--- src/rtl/lt_pkg.sv ---
// Shared constants, FSM state type and CDF threshold table for the
// LT degree mapper (truncated robust soliton, 8 bins, 14-bit samples).
package lt_pkg;

  localparam int unsigned RAND_W  = 14;
  localparam int unsigned NUM_DEG = 8;
  localparam int unsigned DEG_W   = 4;
  localparam int unsigned IDX_W   = $clog2(NUM_DEG);

  typedef enum logic [1:0] {
    IDLE = 2'd0,
    SCAN = 2'd1,
    HOLD = 2'd2
  } state_t;

  // Cumulative thresholds; the last entry is all-ones so every sample maps.
  localparam logic [RAND_W-1:0] THR [NUM_DEG] = '{
    14'd1638,  14'd9830,  14'd12015, 14'd13107,
    14'd13763, 14'd14199, 14'd14512, 14'd16383
  };

  function automatic logic [RAND_W-1:0] thr_lookup(input logic [IDX_W-1:0] idx);
    return THR[idx];
  endfunction

endpackage

--- src/rtl/lt_thr_rom.sv ---
// Combinational index -> threshold lookup.
// LT_DEGREE_MAP_FAST_SCAN_EN adds a second read port for the dual-compare scan.
module lt_thr_rom
  import lt_pkg::*;
(
  input  logic [IDX_W-1:0]  idx_a,
  output logic [RAND_W-1:0] thr_a
`ifdef LT_DEGREE_MAP_FAST_SCAN_EN
  ,
  input  logic [IDX_W-1:0]  idx_b,
  output logic [RAND_W-1:0] thr_b
`endif
);

  // Primary read port.
  always_comb begin
    thr_a = thr_lookup(idx_a);
  end

`ifdef LT_DEGREE_MAP_FAST_SCAN_EN
  // Secondary read port for the idx+1 entry.
  always_comb begin
    thr_b = thr_lookup(idx_b);
  end
`endif

endmodule

--- src/rtl/lt_degree_map.sv ---
// Maps a uniform random sample to an LT encoding degree by a sequential
// scan of the CDF threshold table, with a valid/ready result handshake.
// Optional macro LT_DEGREE_MAP_FAST_SCAN_EN: two table compares per cycle.
module lt_degree_map
  import lt_pkg::*;
(
  input  logic              clk,
  input  logic              rst,
  input  logic [RAND_W-1:0] rand_in,
  input  logic              req,
  output logic              busy,
  output logic              deg_valid,
  input  logic              deg_ready,
  output logic [DEG_W-1:0]  degree
);

  localparam logic [IDX_W-1:0] LAST_IDX = IDX_W'(NUM_DEG - 1);

  state_t            state_q, state_d;
  logic [RAND_W-1:0] sample_q, sample_d;
  logic [IDX_W-1:0]  idx_q, idx_d;
  logic [DEG_W-1:0]  degree_q, degree_d;
  logic [RAND_W-1:0] thr_a;

`ifdef LT_DEGREE_MAP_FAST_SCAN_EN
  logic [IDX_W-1:0]  idx_b;
  logic [RAND_W-1:0] thr_b;

  // Second compare looks one entry ahead, clamped at the last bin.
  always_comb begin
    idx_b = (idx_q == LAST_IDX) ? idx_q : idx_q + IDX_W'(1);
  end

  lt_thr_rom u_rom (
    .idx_a (idx_q),
    .thr_a (thr_a),
    .idx_b (idx_b),
    .thr_b (thr_b)
  );
`else
  lt_thr_rom u_rom (
    .idx_a (idx_q),
    .thr_a (thr_a)
  );
`endif

  // State, sample, scan index and result registers.
  always_ff @(posedge clk or posedge rst) begin
    if (rst) begin
      state_q  <= IDLE;
      sample_q <= '0;
      idx_q    <= '0;
      degree_q <= '0;
    end else begin
      state_q  <= state_d;
      sample_q <= sample_d;
      idx_q    <= idx_d;
      degree_q <= degree_d;
    end
  end

  // Next-state logic: accept, scan the table, hold the result until taken.
  always_comb begin
    state_d  = state_q;
    sample_d = sample_q;
    idx_d    = idx_q;
    degree_d = degree_q;
    case (state_q)
      IDLE: begin
        if (req) begin
          sample_d = rand_in;
          idx_d    = '0;
          state_d  = SCAN;
        end
      end
      SCAN: begin
`ifdef LT_DEGREE_MAP_FAST_SCAN_EN
        if (sample_q <= thr_a) begin
          degree_d = DEG_W'(idx_q) + DEG_W'(1);
          state_d  = HOLD;
        end else if (sample_q <= thr_b) begin
          degree_d = DEG_W'(idx_q) + DEG_W'(2);
          state_d  = HOLD;
        end else if (idx_b == LAST_IDX) begin
          degree_d = DEG_W'(NUM_DEG);
          state_d  = HOLD;
        end else begin
          idx_d = idx_q + IDX_W'(2);
        end
`else
        if (sample_q <= thr_a) begin
          degree_d = DEG_W'(idx_q) + DEG_W'(1);
          state_d  = HOLD;
        end else if (idx_q == LAST_IDX) begin
          degree_d = DEG_W'(NUM_DEG);
          state_d  = HOLD;
        end else begin
          idx_d = idx_q + IDX_W'(1);
        end
`endif
      end
      HOLD: begin
        if (deg_ready) begin
          state_d = IDLE;
        end
      end
      default: state_d = IDLE;
    endcase
  end

  // Status and result outputs decoded from state.
  always_comb begin
    busy      = (state_q != IDLE);
    deg_valid = (state_q == HOLD);
    degree    = degree_q;
  end

endmodule

--- config.mk ---
export PLATFORM = sky130hd
export DESIGN_NAME = lt_degree_map
export DESIGN_NICKNAME = d
export VERILOG_FILES = /design/src/rtl/lt_pkg.sv /design/src/rtl/lt_thr_rom.sv /design/src/rtl/lt_degree_map.sv
export SDC_FILE = /design/constraint.sdc
export NUM_CORES = 1
export LEC_CHECK = 0
export BUFFER_PORTS_ARGS = -buffer_cell sky130_fd_sc_hd__buf_4
export CORE_ASPECT_RATIO = 2
export CORE_MARGIN = 5
export CORE_UTILIZATION = 35
export CTS_CLUSTER_SIZE = 14
export DETAILED_ROUTE_END_ITERATION = 8
export GPL_ROUTABILITY_DRIVEN = 0
export PLACE_DENSITY = 0.64
export SKIP_CTS_REPAIR_TIMING = 1
export SLEW_MARGIN = 10
export SYNTH_ARGS = -nofsm -noshare
export SYNTH_HDL_FRONTEND = slang
export SYNTH_SLANG_ARGS = --single-unit
--- constraint.sdc ---
create_clock -name clk -period 4.7 [get_ports clk]
set_clock_uncertainty 0.15 [all_clocks]
set_input_delay 0 -clock clk [delete_from_list [all_inputs] [get_ports clk]]
set_output_delay 0 -clock clk [all_outputs]
set_load 0.01 [all_outputs]
==> results of run 1 <==
## power groups by stage
stage	clock network, mW	logic, mW	registers [mW]
after global placement	0	0.555	0.366
after floorplan	0	0.432	0.348
after global routing	0.142	0.651	0.376
after detailed placement	0	0.573	0.369
after CTS	0.131	0.577	0.365
final	0.126	0.579	0.362
## state kept, by name, summed over array words and instances, names as in the netlist
register  flops
idx_q         3
state_q       2
degree        4
sample_q     14
## per-layer routing
layer	share of wire	global-route usage
met2	0.60	0.244
met4	0.033	0.0603
met5	0	0
met3	0.031	0.0202
met1	0.34	0.0917
## cells in the final DEF (no fill, tap or decap), types with 3 or more instances in the layout
master and instances:
a21oi_1 9, nor2_1 8, nand2_1 11, mux2i_1 5
mux2_2 13, buf_4 23, o21ai_0 4, dfrtp_1 23
ha_1 22, inv_1 9, mux2_1 3, clkbuf_8 3
nand3_1 3, dlygate4sd3_1 16, nor2b_1 4
## cells by family after synthesis
kind of cell	after synthesis	share of synthesized area
adders and majority gates	22	0.186
buffers and inverters	12	0.0305
AOI/OAI and AO/OA	20	0.104
and+or+nand+nor	38	0.134
DFF	23	0.389
muxes	21	0.156
## final cells by class
class	count	area, µm²
multi-input combinational	101	857
clock inverter	1	5.00
sequential	23	576
tap	52	65.1
timing repair buffer	39	333
inverter	10	37.5
fill	382	2170
clock buffer	3	41.3
## worst register-to-register path: stages (launching register included)
cell and delay (ps):
dfrtp_1 490, inv_1 160, ha_1 240, and2_1 170
nand2b_1 180, ha_1 300, nand4_2 110, or3_4 410
a31o_4 230, a2111oi_4 420, mux2_1 370
## final timing paths
path                                         start                 endpoint  cells past startpoint  slack [ps]
min in group asynchronous                      rst    degree[3]$_DFFE_PP0P_                      3         330
hold / removal                                 req  sample_q[0]$_DFFE_PP0P_                      5         120
max in group asynchronous                      rst  sample_q[5]$_DFFE_PP0P_                      3        3520
setup reg to reg              idx_q[0]$_DFFE_PP0P_     idx_q[1]$_DFFE_PP0P_                     10        1350
setup / recovery              idx_q[0]$_DFFE_PP0P_     idx_q[1]$_DFFE_PP0P_                     10        1350
hold reg to reg            sample_q[5]$_DFFE_PP0P_  sample_q[5]$_DFFE_PP0P_                      1         370
## through the flow
stage / area [µm²] / setup WS, ps / power (mW) / instances / util
3_3_place_gp: 1710 / 1460 / 0.921 / 209 / 0.418
3_5_place_dp: 1710 / 1360 / 0.942 / 209 / 0.418
5_1_grt: 1910 / 1180 / 1.17 / 229 / 0.468
6_report: 1910 / 1350 / 1.07 / 229 / 0.468
4_1_cts: 1750 / 1350 / 1.07 / 213 / 0.429
2_1_floorplan: 1480 / 1630 / 0.780 / 136 / -
==> results.sh, run 1 <==
export IMPL_p_switching_uw=430
export IMPL_grt_overflow_total=0
export IMPL_cts_buffers=3
export IMPL_yosysWarnings=0
export IMPL_slew_headroom=0.407
export IMPL_tritoncts="yes"
export IMPL_drc=0
export IMPL_grt_pass1_vias=1130
export IMPL_cp_slowest_cell="dfrtp_1"
export IMPL_grt_pass1_wl_mm=4.95
export IMPL_layout_nets=218
export IMPL_critPathKind="reg -> reg"
export IMPL_die_w_um=55.9
export IMPL_ant_nets=0
export IMPL_cp_required_ps=4710
export IMPL_grt_usage=0.113
export IMPL_initial_core_util=0.361
export IMPL_p_seq_frac=0.340
export IMPL_hold_ws_ps=121
export IMPL_grt_max_degree=24
export IMPL_p_per_area_nw_per_um2=557
export IMPL_insertion_delay_ps=270
export IMPL_status="finished clean"
export IMPL_p_int_uw=637
export IMPL_drt_total_wl_mm=3.19
export IMPL_rsz0062_at_grt="no"
export IMPL_synthCells=136
export IMPL_synth_common_cells="23 x dfrtp_1, 22 x ha_1, 13 x mux2_2"
export IMPL_finalSetupViolations=0
export IMPL_p_clk_frac=0.118
export IMPL_fin_crit_ps=3350
export IMPL_wl_per_cell_um=13.9
export IMPL_std_cell_rows=33
export IMPL_place_hpwl_mm=2.54
export IMPL_hold_class="in -> reg"
export IMPL_vias_per_cell=4.94
export IMPL_drt_iter0_markers=9
export IMPL_synth_edf_count=0
export IMPL_clk_path_buf_depth=2
export IMPL_grt_antenna_before_repair=0
export IMPL_htreeDepth=1
export IMPL_drv_slew=0
export IMPL_finalCritPeriodShare=0.712
export IMPL_ys_ff_latch=23
export IMPL_synth_cell_type_count=29
export IMPL_max_cap_viol_count=0
export IMPL_critPathMostFrequentCell="ha_1"
export IMPL_yosys_top_cells_area="dfrtp_1 39%, ha_1 19%, mux2_2 9.9%, mux2i_1 3.4%, a21oi_1 3.0%"
export IMPL_pwr_share_comb=0.542
export IMPL_crit_arrival_ps=3360
export IMPL_leakagePower_nw=0.917
export IMPL_tns_ps=0
export IMPL_yosysSeqAreaShare=0.390
export IMPL_path_delay_family="simple AND/OR/NAND/NOR gates"
export IMPL_max_freq_ghz=0.299
export IMPL_cpPeakStageDelay_ps=490
export IMPL_clk_pin_slew_worst_paths_ps=90
export IMPL_syn_avg_cell_area_um2=10.9
export IMPL_swShare=0.403
export IMPL_areaGrowthSynthToFinish_pct=29.6
export IMPL_vias=1131
export IMPL_syn_num_nets=176
export IMPL_finalHoldViolations=0
export IMPL_dieArea_um2=5700
export IMPL_diodes=0
export IMPL_path_buf_inv=1
export IMPL_numPortBuffers=23
export IMPL_worst_pin_slew_ps=888
export IMPL_critPathCaptureType="register"
export IMPL_pin_count=24
export IMPL_ir_drop_v=0.000346
export IMPL_worstPathCellList="inv_1, ha_1, and2_1, nand2b_1, ha_1, nand4_2, or3_4, a31o_4, a2111oi_4, mux2_1"
export IMPL_clock_root_buffer="clkbuf_8"
export IMPL_synthFlopType="dfrtp_1"
export IMPL_synthArstFlopShare=1.00
export IMPL_critical_path_max_fanout=9
export IMPL_die_h_um=102
export IMPL_drive_above_1_share=0.271
export IMPL_drt_first_pass_iters=4
export IMPL_cts_sinks=23
export IMPL_synth_most_common_cell="dfrtp_1"
export IMPL_yosys_area_top_type="dfrtp_1"
export IMPL_core_um2=4090
export IMPL_synth_top_area_frac=0.390
export IMPL_start_kind="register"
export IMPL_syn_area_um2=1480
No activity file was read; power rests on OpenSTA's default activity.
==> run 2: changes to the inputs <==
--- a/config.mk
+++ b/config.mk
@@ -12,7 +12,7 @@
 export CTS_CLUSTER_SIZE = 14
 export DETAILED_ROUTE_END_ITERATION = 8
 export GPL_ROUTABILITY_DRIVEN = 0
-export PLACE_DENSITY = 0.64
+export PLACE_DENSITY = 0.66
 export SKIP_CTS_REPAIR_TIMING = 1
 export SLEW_MARGIN = 10
 export SYNTH_ARGS = -nofsm -noshare
==> constraint.sdc (replaced) <==
create_clock -name clk -period 2.8 [get_ports clk]
set_clock_uncertainty 0.15 [all_clocks]
set_input_delay 0 -clock clk [delete_from_list [all_inputs] [get_ports clk]]
set_output_delay 0 -clock clk [all_outputs]
set_load 0.01 [all_outputs]
==> run 2 against run 1 <==
Against the previous run:
- the flow now finishes with violations (negative setup slack)
- final area up 18%
- wire length up 15%
- sequential power rose by 69%
- worst hold slack got worse by 4.8 ps
- via count is 12% higher
- fmax grew 11%
- non-clock buffer count grew 27
- largest cell class unchanged
- highest routed layer unchanged
==> results.sh, run 2 (same netlist as run 1, synthesis figures left out) <==
export IMPL_status="finished with violations"
export IMPL_violations="negative setup slack"
export IMPL_drive_above_1_share=0.475
export IMPL_p_clk_frac=0.095
export IMPL_die_h_um=102
export IMPL_start_kind="register"
export IMPL_clk_path_buf_depth=2
export IMPL_critPathCaptureType="register"
export IMPL_place_hpwl_mm=2.83
export IMPL_grt_max_degree=24
export IMPL_cpPeakStageDelay_ps=470
export IMPL_initial_core_util=0.361
export IMPL_drt_iter0_markers=15
export IMPL_diodes=0
export IMPL_slew_headroom=0.425
export IMPL_insertion_delay_ps=270
export IMPL_wl_per_cell_um=14.3
export IMPL_finalHoldViolations=0
export IMPL_drc=0
export IMPL_dpl_instance_area_um2=1900
export IMPL_dieArea_um2=5700
export IMPL_max_freq_ghz=0.331
export IMPL_max_flop_register="sample_q"
export IMPL_rsz0062_at_grt="yes"
export IMPL_p_seq_frac=0.276
export IMPL_ant_nets=0
export IMPL_areaGrowthSynthToFinish_pct=53.2
export IMPL_hold_class="in -> reg"
export IMPL_finalWorstSetupSlack_ps=-220
export IMPL_layout_nets=245
export IMPL_fin_crit_ps=3020
export IMPL_p_int_mw=1.34
export IMPL_grt_usage=0.129
export IMPL_p_switching_uw=868
export IMPL_leakagePower_nw=1.05
export IMPL_grt_antenna_before_repair=0
export IMPL_worstPathCellList="inv_4, ha_4, and2_4, nand2b_4, ha_4, nand2_1, or3_4, a31o_4, a2111oi_4, buf_4, mux2_4"
export IMPL_critPathMostFrequentCell="ha_4"
export IMPL_pin_count=24
export IMPL_clock_root_buffer="clkbuf_8"
export IMPL_path_delay_family="simple AND/OR/NAND/NOR gates"
export IMPL_mostFrequentLayoutCells="50 x buf_4, 21 x dfrtp_1, 16 x dlygate4sd3_1, 15 x ha_1, 13 x mux2_2"
export IMPL_grt_pass1_wl_mm=5.64
export IMPL_largest_reg_flops=14
export IMPL_cp_required_ps=2810
export IMPL_worst_pin_slew_ps=861
export IMPL_vias=1268
export IMPL_clk_pin_slew_worst_paths_ps=80
export IMPL_ir_drop_v=0.000491
export IMPL_grt_overflow_total=0
export IMPL_htreeDepth=1
export IMPL_pwr_share_comb=0.629
export IMPL_finalSetupViolations=7
export IMPL_core_um2=4090
export IMPL_cts_buffers=3
export IMPL_die_w_um=55.9
export IMPL_max_cap_viol_count=0
export IMPL_std_cell_rows=33
export IMPL_cp_slowest_cell="dfrtp_2"
export IMPL_critPathKind="reg -> reg"
export IMPL_cts_sinks=23
export IMPL_dpl_cell_count=229
export IMPL_tns_ps=-740
export IMPL_drt_total_wl_mm=3.67
export IMPL_final_common_cell="buf_4"
export IMPL_drt_first_pass_iters=4
export IMPL_vias_per_cell=4.95
export IMPL_path_buf_inv=2
export IMPL_swShare=0.392
export IMPL_crit_arrival_ps=3030
export IMPL_critical_path_max_fanout=6
export IMPL_grt_pass1_vias=1310
export IMPL_design_area_um2=2260
export IMPL_numPortBuffers=23
export IMPL_stdcell_count=256
export IMPL_p_per_area_nw_per_um2=978
export IMPL_tritoncts="yes"
export IMPL_finalCritPeriodShare=1.08
export IMPL_drv_slew=0
==> run 2: cell count changes in the layout (fill, tap and decap cells not counted), moves of 2 or more <==
cell,before,now
buf_4,23,50
ha_1,22,15
ha_4,0,6
mux2_1,3,0
mux2_4,0,3
a21oi_1,9,7
a21oi_2,0,2
dfrtp_1,23,21
dfrtp_2,0,2
inv_1,9,7
nor2_1,8,6
nor3_1,2,0
nor3_2,0,2
==> run 2: worst paths after layout <==
path                                          start                  endpoint  slack [ps]  cells past startpoint
max                            idx_q[0]$_DFFE_PP0P_      idx_q[1]$_DFFE_PP0P_        -220                     11
min                                             req   sample_q[1]$_DFFE_PP0P_         120                      4
max reg2reg                    idx_q[0]$_DFFE_PP0P_      idx_q[1]$_DFFE_PP0P_        -220                     11
min reg2reg                sample_q[11]$_DFFE_PP0P_  sample_q[11]$_DFFE_PP0P_         370                      1
max in group asynchronous                       rst      idx_q[1]$_DFFE_PP0P_        1600                      3
min in group asynchronous                       rst   sample_q[6]$_DFFE_PP0P_         320                      3
==> run 2: power by group through the flow <==
| stage | combinational (mW) | clock, mW | sequential, mW |
|---|---|---|---|
| CTS | 1.20 | 0.220 | 0.599 |
| floorplan | 0.742 | 0 | 0.593 |
| global route | 1.53 | 0.233 | 0.636 |
| detailed placement | 1.20 | 0 | 0.607 |
| global placement | 1.16 | 0 | 0.596 |
| finish | 1.39 | 0.210 | 0.611 |
==> run 2: worst min-delay path: stages <==
cell	delay, ps
buf_4	110
inv_1	50
nor2_2	110
mux2_2	240
==> run 2: layout make-up <==
type,instances,area (µm²)
clock buffers,4,45.0
fillers,326,1820
well taps,52,65.1
repair buffers,66,536
multi-input cells,101,1000
inverters,10,40.0
flip-flops and latches,23,578
==> run 2: stage by stage <==
stage	setup slack, ps	power, mW	utilization	hold slack (ps)
2_1_floorplan	-84.5	1.34	-	-148
3_3_place_gp	-246	1.75	0.465	76.4
3_5_place_dp	-312	1.80	0.465	81.9
4_1_cts	-340	2.02	0.476	-210
5_1_grt	-327	2.40	0.554	116
6_report	-220	2.21	0.554	116
==> run 2: per-layer routing <==
metal	up-vias	share of wire	routed length [µm]	GRT usage
met5	-	0	0	0
met4	0	0.050	183	0.0823
met3	15	0.028	102	0.0228
met2	26	0.58	2120	0.268
met1	616	0.34	1260	0.106
li1	611	-	-	-
